[config.mk]
export PLATFORM = sky130hd
export DESIGN_NAME = mem_stage_ctrl
export DESIGN_NICKNAME = d
export VERILOG_FILES = /design/src/rtl/rv_mem_pkg.sv /design/src/rtl/mem_load_align.sv /design/src/rtl/mem_stage_ctrl.sv
export SDC_FILE = /design/constraint.sdc
export NUM_CORES = 1
export LEC_CHECK = 0
export ABC_AREA = 1
export CAP_MARGIN = 20
export CORE_AREA = 8 8 144 146
export DETAILED_ROUTE_END_ITERATION = 8
export DIE_AREA = 0 0 152 154
export PLACE_DENSITY = 0.74
export SLEW_MARGIN = 20
export SYNTH_ARGS = -nofsm -noshare
export SYNTH_HDL_FRONTEND = slang
export SYNTH_SLANG_ARGS = --single-unit
export TNS_END_PERCENT = 10
[constraint.sdc]
create_clock -name clk -period 1.3 [get_ports clk]
set_input_delay 0.26 -clock clk [delete_from_list [all_inputs] [get_ports clk]]
set_output_delay 0.26 -clock clk [all_outputs]
set_load 0.01 [all_outputs]
[src/rtl/rv_mem_pkg.sv]
// Shared memory-stage types: funct3 codes, FSM states,
// EX/MEM control bundle and access-size helpers.
package rv_mem_pkg;

  localparam logic [2:0] F3_B  = 3'b000;
  localparam logic [2:0] F3_H  = 3'b001;
  localparam logic [2:0] F3_W  = 3'b010;
  localparam logic [2:0] F3_BU = 3'b100;
  localparam logic [2:0] F3_HU = 3'b101;

  typedef enum logic [1:0] {
    IDLE,
    REQ,
    WAIT_RSP
  } mem_state_e;

  typedef enum logic [1:0] {
    SZ_B,
    SZ_H,
    SZ_W
  } mem_size_e;

  typedef struct packed {
    logic mem_read;
    logic mem_write;
    logic mem_to_reg;
    logic reg_write;
  } mem_ctrl_t;

  // Reserved encodings fall through to a word access.
  function automatic mem_size_e access_size(
    input logic [2:0] f3
  );
    mem_size_e sz;
    unique case (1'b1)
      (f3 == F3_B) || (f3 == F3_BU): sz = SZ_B;
      (f3 == F3_H) || (f3 == F3_HU): sz = SZ_H;
      default:                       sz = SZ_W;
    endcase
    return sz;
  endfunction

  function automatic logic misaligned(
    input logic [2:0] f3,
    input logic [1:0] a
  );
    logic m;
    unique case (access_size(f3))
      SZ_B:    m = 1'b0;
      SZ_H:    m = a[0];
      default: m = (a != 2'b00);
    endcase
    return m;
  endfunction

endpackage

[src/rtl/mem_load_align.sv]
// Load extractor: picks byte/half lane from a raw word
// and sign- or zero-extends it to XLEN.
module mem_load_align
  import rv_mem_pkg::*;
#(
  parameter int XLEN = 32
) (
  input  logic [XLEN-1:0] rdata,
  input  logic [1:0]      addr,
  input  logic [2:0]      funct3,
  output logic [XLEN-1:0] data
);

  logic [7:0]  b;
  logic [15:0] h;
  logic        uns;
  mem_size_e   sz;

  assign b   = rdata[8*addr +: 8];
  assign h   = rdata[16*addr[1] +: 16];
  assign uns = funct3[2];
  assign sz  = access_size(funct3);

  always_comb begin
    data = rdata;
    unique case (sz)
      SZ_B: data = {{(XLEN-8){b[7] & ~uns}}, b};
      SZ_H: data = {{(XLEN-16){h[15] & ~uns}}, h};
      default: data = rdata;
    endcase
  end

endmodule

[src/rtl/mem_stage_ctrl.sv]
// Memory-stage sequencer: issues dmem requests for loads
// and stores, stalls upstream, registers writeback result.
module mem_stage_ctrl
  import rv_mem_pkg::*;
#(
  parameter int XLEN   = 32,
  parameter int ADDR_W = 32
) (
  input  logic              clk,
  input  logic              rst,
  input  logic              ex_valid,
  output logic              ex_ready,
  input  logic              ex_mem_read,
  input  logic              ex_mem_write,
  input  logic              ex_mem_to_reg,
  input  logic              ex_reg_write,
  input  logic [2:0]        ex_funct3,
  input  logic [XLEN-1:0]   ex_alu_result,
  input  logic [XLEN-1:0]   ex_store_data,
  input  logic [4:0]        ex_rd,
  output logic              dmem_req_valid,
  input  logic              dmem_req_ready,
  output logic              dmem_we,
  output logic [ADDR_W-1:0] dmem_addr,
  output logic [XLEN-1:0]   dmem_wdata,
  output logic [3:0]        dmem_wstrb,
  input  logic              dmem_rsp_valid,
  input  logic [XLEN-1:0]   dmem_rdata,
  output logic              wb_valid,
  output logic              wb_reg_write,
  output logic [4:0]        wb_rd,
  output logic [XLEN-1:0]   wb_data,
  output logic              exc_misalign
);

  mem_state_e      state;
  mem_state_e      state_nx;
  mem_ctrl_t       ctrl_in;
  mem_ctrl_t       ctrl_q;
  logic [2:0]      f3_q;
  logic [1:0]      alo_q;
  logic [XLEN-1:0] alu_q;
  logic [4:0]      rd_q;
  logic [XLEN-1:0] ld_data;

  logic            is_mem;
  logic            mis;
  logic            acc_pass;
  logic            acc_mis;
  logic            acc_mem;
  logic            rsp_done;
  logic [3:0]      strb_nx;
  logic [XLEN-1:0] wdata_nx;

  assign ctrl_in = '{
    mem_read:   ex_mem_read,
    mem_write:  ex_mem_write,
    mem_to_reg: ex_mem_to_reg,
    reg_write:  ex_reg_write
  };

  assign is_mem = ex_mem_read | ex_mem_write;
  assign mis    = misaligned(ex_funct3, ex_alu_result[1:0]);

  assign ex_ready       = (state == IDLE);
  assign dmem_req_valid = (state == REQ);

  always_ff @(posedge clk) begin
    if (rst) state <= IDLE;
    else     state <= state_nx;
  end

  always_comb begin
    state_nx = state;
    acc_pass = 1'b0;
    acc_mis  = 1'b0;
    acc_mem  = 1'b0;
    rsp_done = 1'b0;
    unique case (state)
      IDLE: begin
        if (ex_valid) begin
          unique case (1'b1)
            !is_mem:        acc_pass = 1'b1;
            is_mem && mis:  acc_mis  = 1'b1;
            is_mem && !mis: begin
              acc_mem  = 1'b1;
              state_nx = REQ;
            end
            default: ;
          endcase
        end
      end
      REQ: begin
        if (dmem_req_ready) state_nx = WAIT_RSP;
      end
      WAIT_RSP: begin
        if (dmem_rsp_valid) begin
          rsp_done = 1'b1;
          state_nx = IDLE;
        end
      end
      default: state_nx = IDLE;
    endcase
  end

  // Lane placement for stores; loads drive no byte enables.
  always_comb begin
    strb_nx  = 4'b0000;
    wdata_nx = ex_store_data;
    unique case (access_size(ex_funct3))
      SZ_B: begin
        strb_nx  = 4'b0001 << ex_alu_result[1:0];
        wdata_nx = {(XLEN/8){ex_store_data[7:0]}};
      end
      SZ_H: begin
        strb_nx  = 4'b0011 << ex_alu_result[1:0];
        wdata_nx = {(XLEN/16){ex_store_data[15:0]}};
      end
      default: strb_nx = 4'b1111;
    endcase
    if (!ex_mem_write) strb_nx = 4'b0000;
  end

  mem_load_align #(
    .XLEN (XLEN)
  ) u_align (
    .rdata  (dmem_rdata),
    .addr   (alo_q),
    .funct3 (f3_q),
    .data   (ld_data)
  );

  always_ff @(posedge clk) begin
    if (rst) begin
      ctrl_q       <= '0;
      f3_q         <= '0;
      alo_q        <= '0;
      alu_q        <= '0;
      rd_q         <= '0;
      dmem_we      <= 1'b0;
      dmem_addr    <= '0;
      dmem_wdata   <= '0;
      dmem_wstrb   <= '0;
      wb_valid     <= 1'b0;
      wb_reg_write <= 1'b0;
      wb_rd        <= '0;
      wb_data      <= '0;
      exc_misalign <= 1'b0;
    end else begin
      wb_valid     <= 1'b0;
      wb_reg_write <= 1'b0;
      exc_misalign <= 1'b0;
      if (acc_pass) begin
        wb_valid     <= 1'b1;
        wb_reg_write <= ex_reg_write;
        wb_rd        <= ex_rd;
        wb_data      <= ex_alu_result;
      end
      if (acc_mis) begin
        wb_valid     <= 1'b1;
        wb_rd        <= ex_rd;
        wb_data      <= ex_alu_result;
        exc_misalign <= 1'b1;
      end
      if (acc_mem) begin
        ctrl_q     <= ctrl_in;
        f3_q       <= ex_funct3;
        alo_q      <= ex_alu_result[1:0];
        alu_q      <= ex_alu_result;
        rd_q       <= ex_rd;
        dmem_we    <= ex_mem_write;
        dmem_addr  <= {ex_alu_result[ADDR_W-1:2], 2'b00};
        dmem_wdata <= wdata_nx;
        dmem_wstrb <= strb_nx;
      end
      if (rsp_done) begin
        wb_valid <= 1'b1;
        wb_rd    <= rd_q;
        if (ctrl_q.mem_write) begin
          wb_data <= alu_q;
        end else begin
          wb_reg_write <= ctrl_q.reg_write;
          wb_data      <= ctrl_q.mem_to_reg ? ld_data : alu_q;
        end
      end
    end
  end

endmodule

==> out/summary.txt <==
Final net count: 1308
CP Data Required Time: 1.64 ns
Register area share after synthesis: 0.393
Compound-Gate Fraction of Synth Area: 0.223
WL per Instance: 16.7 um
Effective utilization at floorplan: 0.334
Ports: 224
Worst Path Arrival: 1.80 ns
Pin count of the biggest net entering global routing: 42
Die height: 154 um
Post-synth top area share: 0.393
Met1 GRT Util: 0.234
Number of port buffers: 221
Total negative setup slack: -9.62 ns
GRT Residual Overflow: 0
Die ar.: 23400 sq um
Initial DRC count: 535
H-Tree Depth: 4
Fraction of layout cells with a size suffix above 1: 0.246
Area taken by multi-input logic gates: 3340 sq um
Hold Crit Class: in2reg
Vias in the first global route: 7005
Crit Path Max Fanout: 22
Layout Area Growth over Synthesis: 56.5%
Initial antenna violation count: 3
Area of the mapped netlist: 6170 sq um
Status: complete, but fails checks
Num CTS Buffers: 17
Hold_buf cts: 0
Hold Vio Cnt, Final: 0
Post-synthesis simple-gate area fraction: 0.292
Clock Sinks: 121
Hold Slack: 0.328 ns
RSZ-0062 raised after global routing: yes
Post-synthesis cell count: 944
Via density: 5.02
Drt pass-1 iters: 5
Syn Area/Cell: 6.53 sq um
Lkg Pwr: 4.29 nW
Failing checks: setup timing
Slew Viols, Final: 0
Grt met3 use: 0.0790
Post-synthesis mux area share: 0
Gr usage total: 0.197
# setup viols final: 118
Clk root buf: clkbuf_16
Area contributors post-synth: dfxtp_1 (39%), nand2_1 (16%), a21oi_1 (10%), o21ai_0 (7.8%), nor2_1 (7.4%)
Layer with the highest usage: met2
Storage element area: 2460 sq um
Synth Area in XOR/XNOR: 0
Min Tclk post-route: 1.46 ns
Hpwl dp: 17400 um
Startpoint Class: flip-flop
FILL cells: 1770
Netlist cell types: 29
Worst skew pair latency: 0.41 ns
Routed wire length: 24100 um
TritonCTS clock tree: done
Die Wd: 152 um
Max Fclk: 686 MHz
Met2 usage: 0.325
Worst Skew: 0.00855 ns
Via count: 7229
Max cap viols: 0
Yosys Warn Count: 0
#FFs+latches synth: 121
Critical Path End Type: flip-flop
VDD IR max: 787 uV
CORE AREA: 18500 sq um
Largest family of logic cells by synthesized area: simple AND/OR/NAND/NOR gates
Row cnt: 50
Post-synthesis adder-cell area fraction: 0
Area leader, netlist: dfxtp_1
First-pass GRT wire length: 37200 um
Clk slew on worst S/H paths: 0.06 ns
Period utilisation layout: 1.12
Clock Tree Buf Depth: 2
DRC: 0
RD Place Congestion: 0.894
R2R setup slack: -0.16 ns
Detail Route Antenna Nets: 0
Power density over the cells: 1190 nW/um^2
Crit Path Class: reg2reg
Final Worst Setup Slack: -0.158 ns
repair_timing:
action | 4_1_cts | 5_1_grt
resized for setup | 283 | 185
cloned | 0 | 4
pin swaps | 11 | 15
endpoints found under the setup margin | 225 | 207
buffers inserted | 0 | 2
routing by layer:
| layer | vias to the layer above | wire length [um] |
|---|---|---|
| met5 | - | 22 |
| met4 | 4 | 485 |
| met3 | 42 | 2330 |
| met2 | 306 | 11300 |
| met1 | 3331 | 9990 |
| li1 | 3546 | - |
synth_stat cells:
library cell    n
buf_6           8
nand3_1        30
inv_4           1
a21boi_1        5
nand2_1       265
o21ai_2         1
dfxtp_1       121
nor2_1        121
clkbuf_1       33
buf_2          19
o211ai_1        5
inv_1          47
o21a_1          1
nand4_1         1
nand3_2         1
nor2_4          4
a21oi_1       126
o21ai_0        96
buf_4           6
or2_2           9
o21ai_1         6
a21boi_0       18
nand2_4         4
nor2_2          2
o31ai_1         1
conb_1          1
nand2_2         4
buf_1           1
inv_2           7
kinds of logic (layout without fill, tap and decap cells):
logic type / Yosys count / count (layout)
other: 1 / 3
buffers and inverters: 122 / 382
and+or+nand+nor: 441 / 442
AOI/OAI and AO/OA: 259 / 259
DFF: 121 / 121
cell usage in the layout (no fill, tap or decap), types with 7 or more instances in the layout:
master,synthesis,final
clkdlybuf4s15_2,0,31
a21oi_2,0,13
dfxtp_1,121,87
or2_2,9,9
nand2_4,4,7
o21ai_0,96,49
nand2_1,265,259
nor2_1,121,113
a21oi_1,126,113
a21boi_0,18,9
o21ai_1,6,48
buf_6,8,7
nand3_1,30,30
clkdlybuf4s15_1,0,17
buf_12,0,11
nand2_2,4,7
buf_4,6,56
clkbuf_2,0,45
a21boi_1,5,14
buf_2,19,13
inv_1,47,44
clkbuf_16,0,20
dfxtp_2,0,34
clkdlybuf4s50_1,0,108
nor2_2,2,8
inv_2,7,9
path summary, 6_finish.rpt:
kind	start	end	cells after the start
worst max-delay path	state[0]	wb_data[29]	8
worst min-delay path	ex_alu_result[1]	dmem_wstrb[3]	5
worst max register to register	state[0]	wb_data[29]	8
worst min register to register	rd_q[2]	rd_q[2]	2
stage by stage:
stage | total power, W | utilization | setup WS [ns] | instances | area [sq um]
after CTS | 0.0115 | 0.521 | -0.253 | 1434 | 9610
after global routing | 0.0121 | 0.523 | -0.236 | 1441 | 9650
final | 0.0115 | 0.523 | -0.158 | 1441 | 9650
after floorplan | 0.00543 | - | -0.0115 | 945 | 6170
after detailed placement | 0.00682 | 0.486 | -0.591 | 1404 | 8980
after global placement | 0.00679 | 0.486 | -0.538 | 1404 | 8980
worst max-delay path: stages, from the launching register on:
cell     delay (ns)
dfxtp_2        0.33
nor2_4         0.12
nand2_2        0.07
nor2_4         0.22
nand2_4        0.10
nand2_4        0.13
buf_12         0.17
o21ai_0        0.10
a21oi_1        0.14
cell type report:
class / count / share of cell area
multi-input cells: 703 / 0.346
repair buffers: 297 / 0.285
flip-flops and latches: 121 / 0.255
clock buffers: 20 / 0.0463
well taps: 234 / 0.0303
inverters: 55 / 0.0229
clock inverters: 10 / 0.0132
diodes: 1 / 0.000259
power breakdown:
group / total [W] / switching (W) / internal [W]
clock network: 0.00472 / 0.00170 / 0.00302
registers: 0.00420 / 0.000188 / 0.00401
logic: 0.00260 / 0.00137 / 0.00123
total: 0.0115 / 0.00326 / 0.00826
registers in the layout, indices dropped and copies added (netlist names), 3 cells and up:
| register | cells |
|---|---|
| dmem_wdata | 32 |
| wb_data | 32 |
| alu_q | 31 |
| rd_q | 5 |
| wb_rd | 5 |
| dmem_wstrb | 4 |
| ctrl_q | 3 |
| f3_q | 3 |
Power figures use the tool's default switching activity.
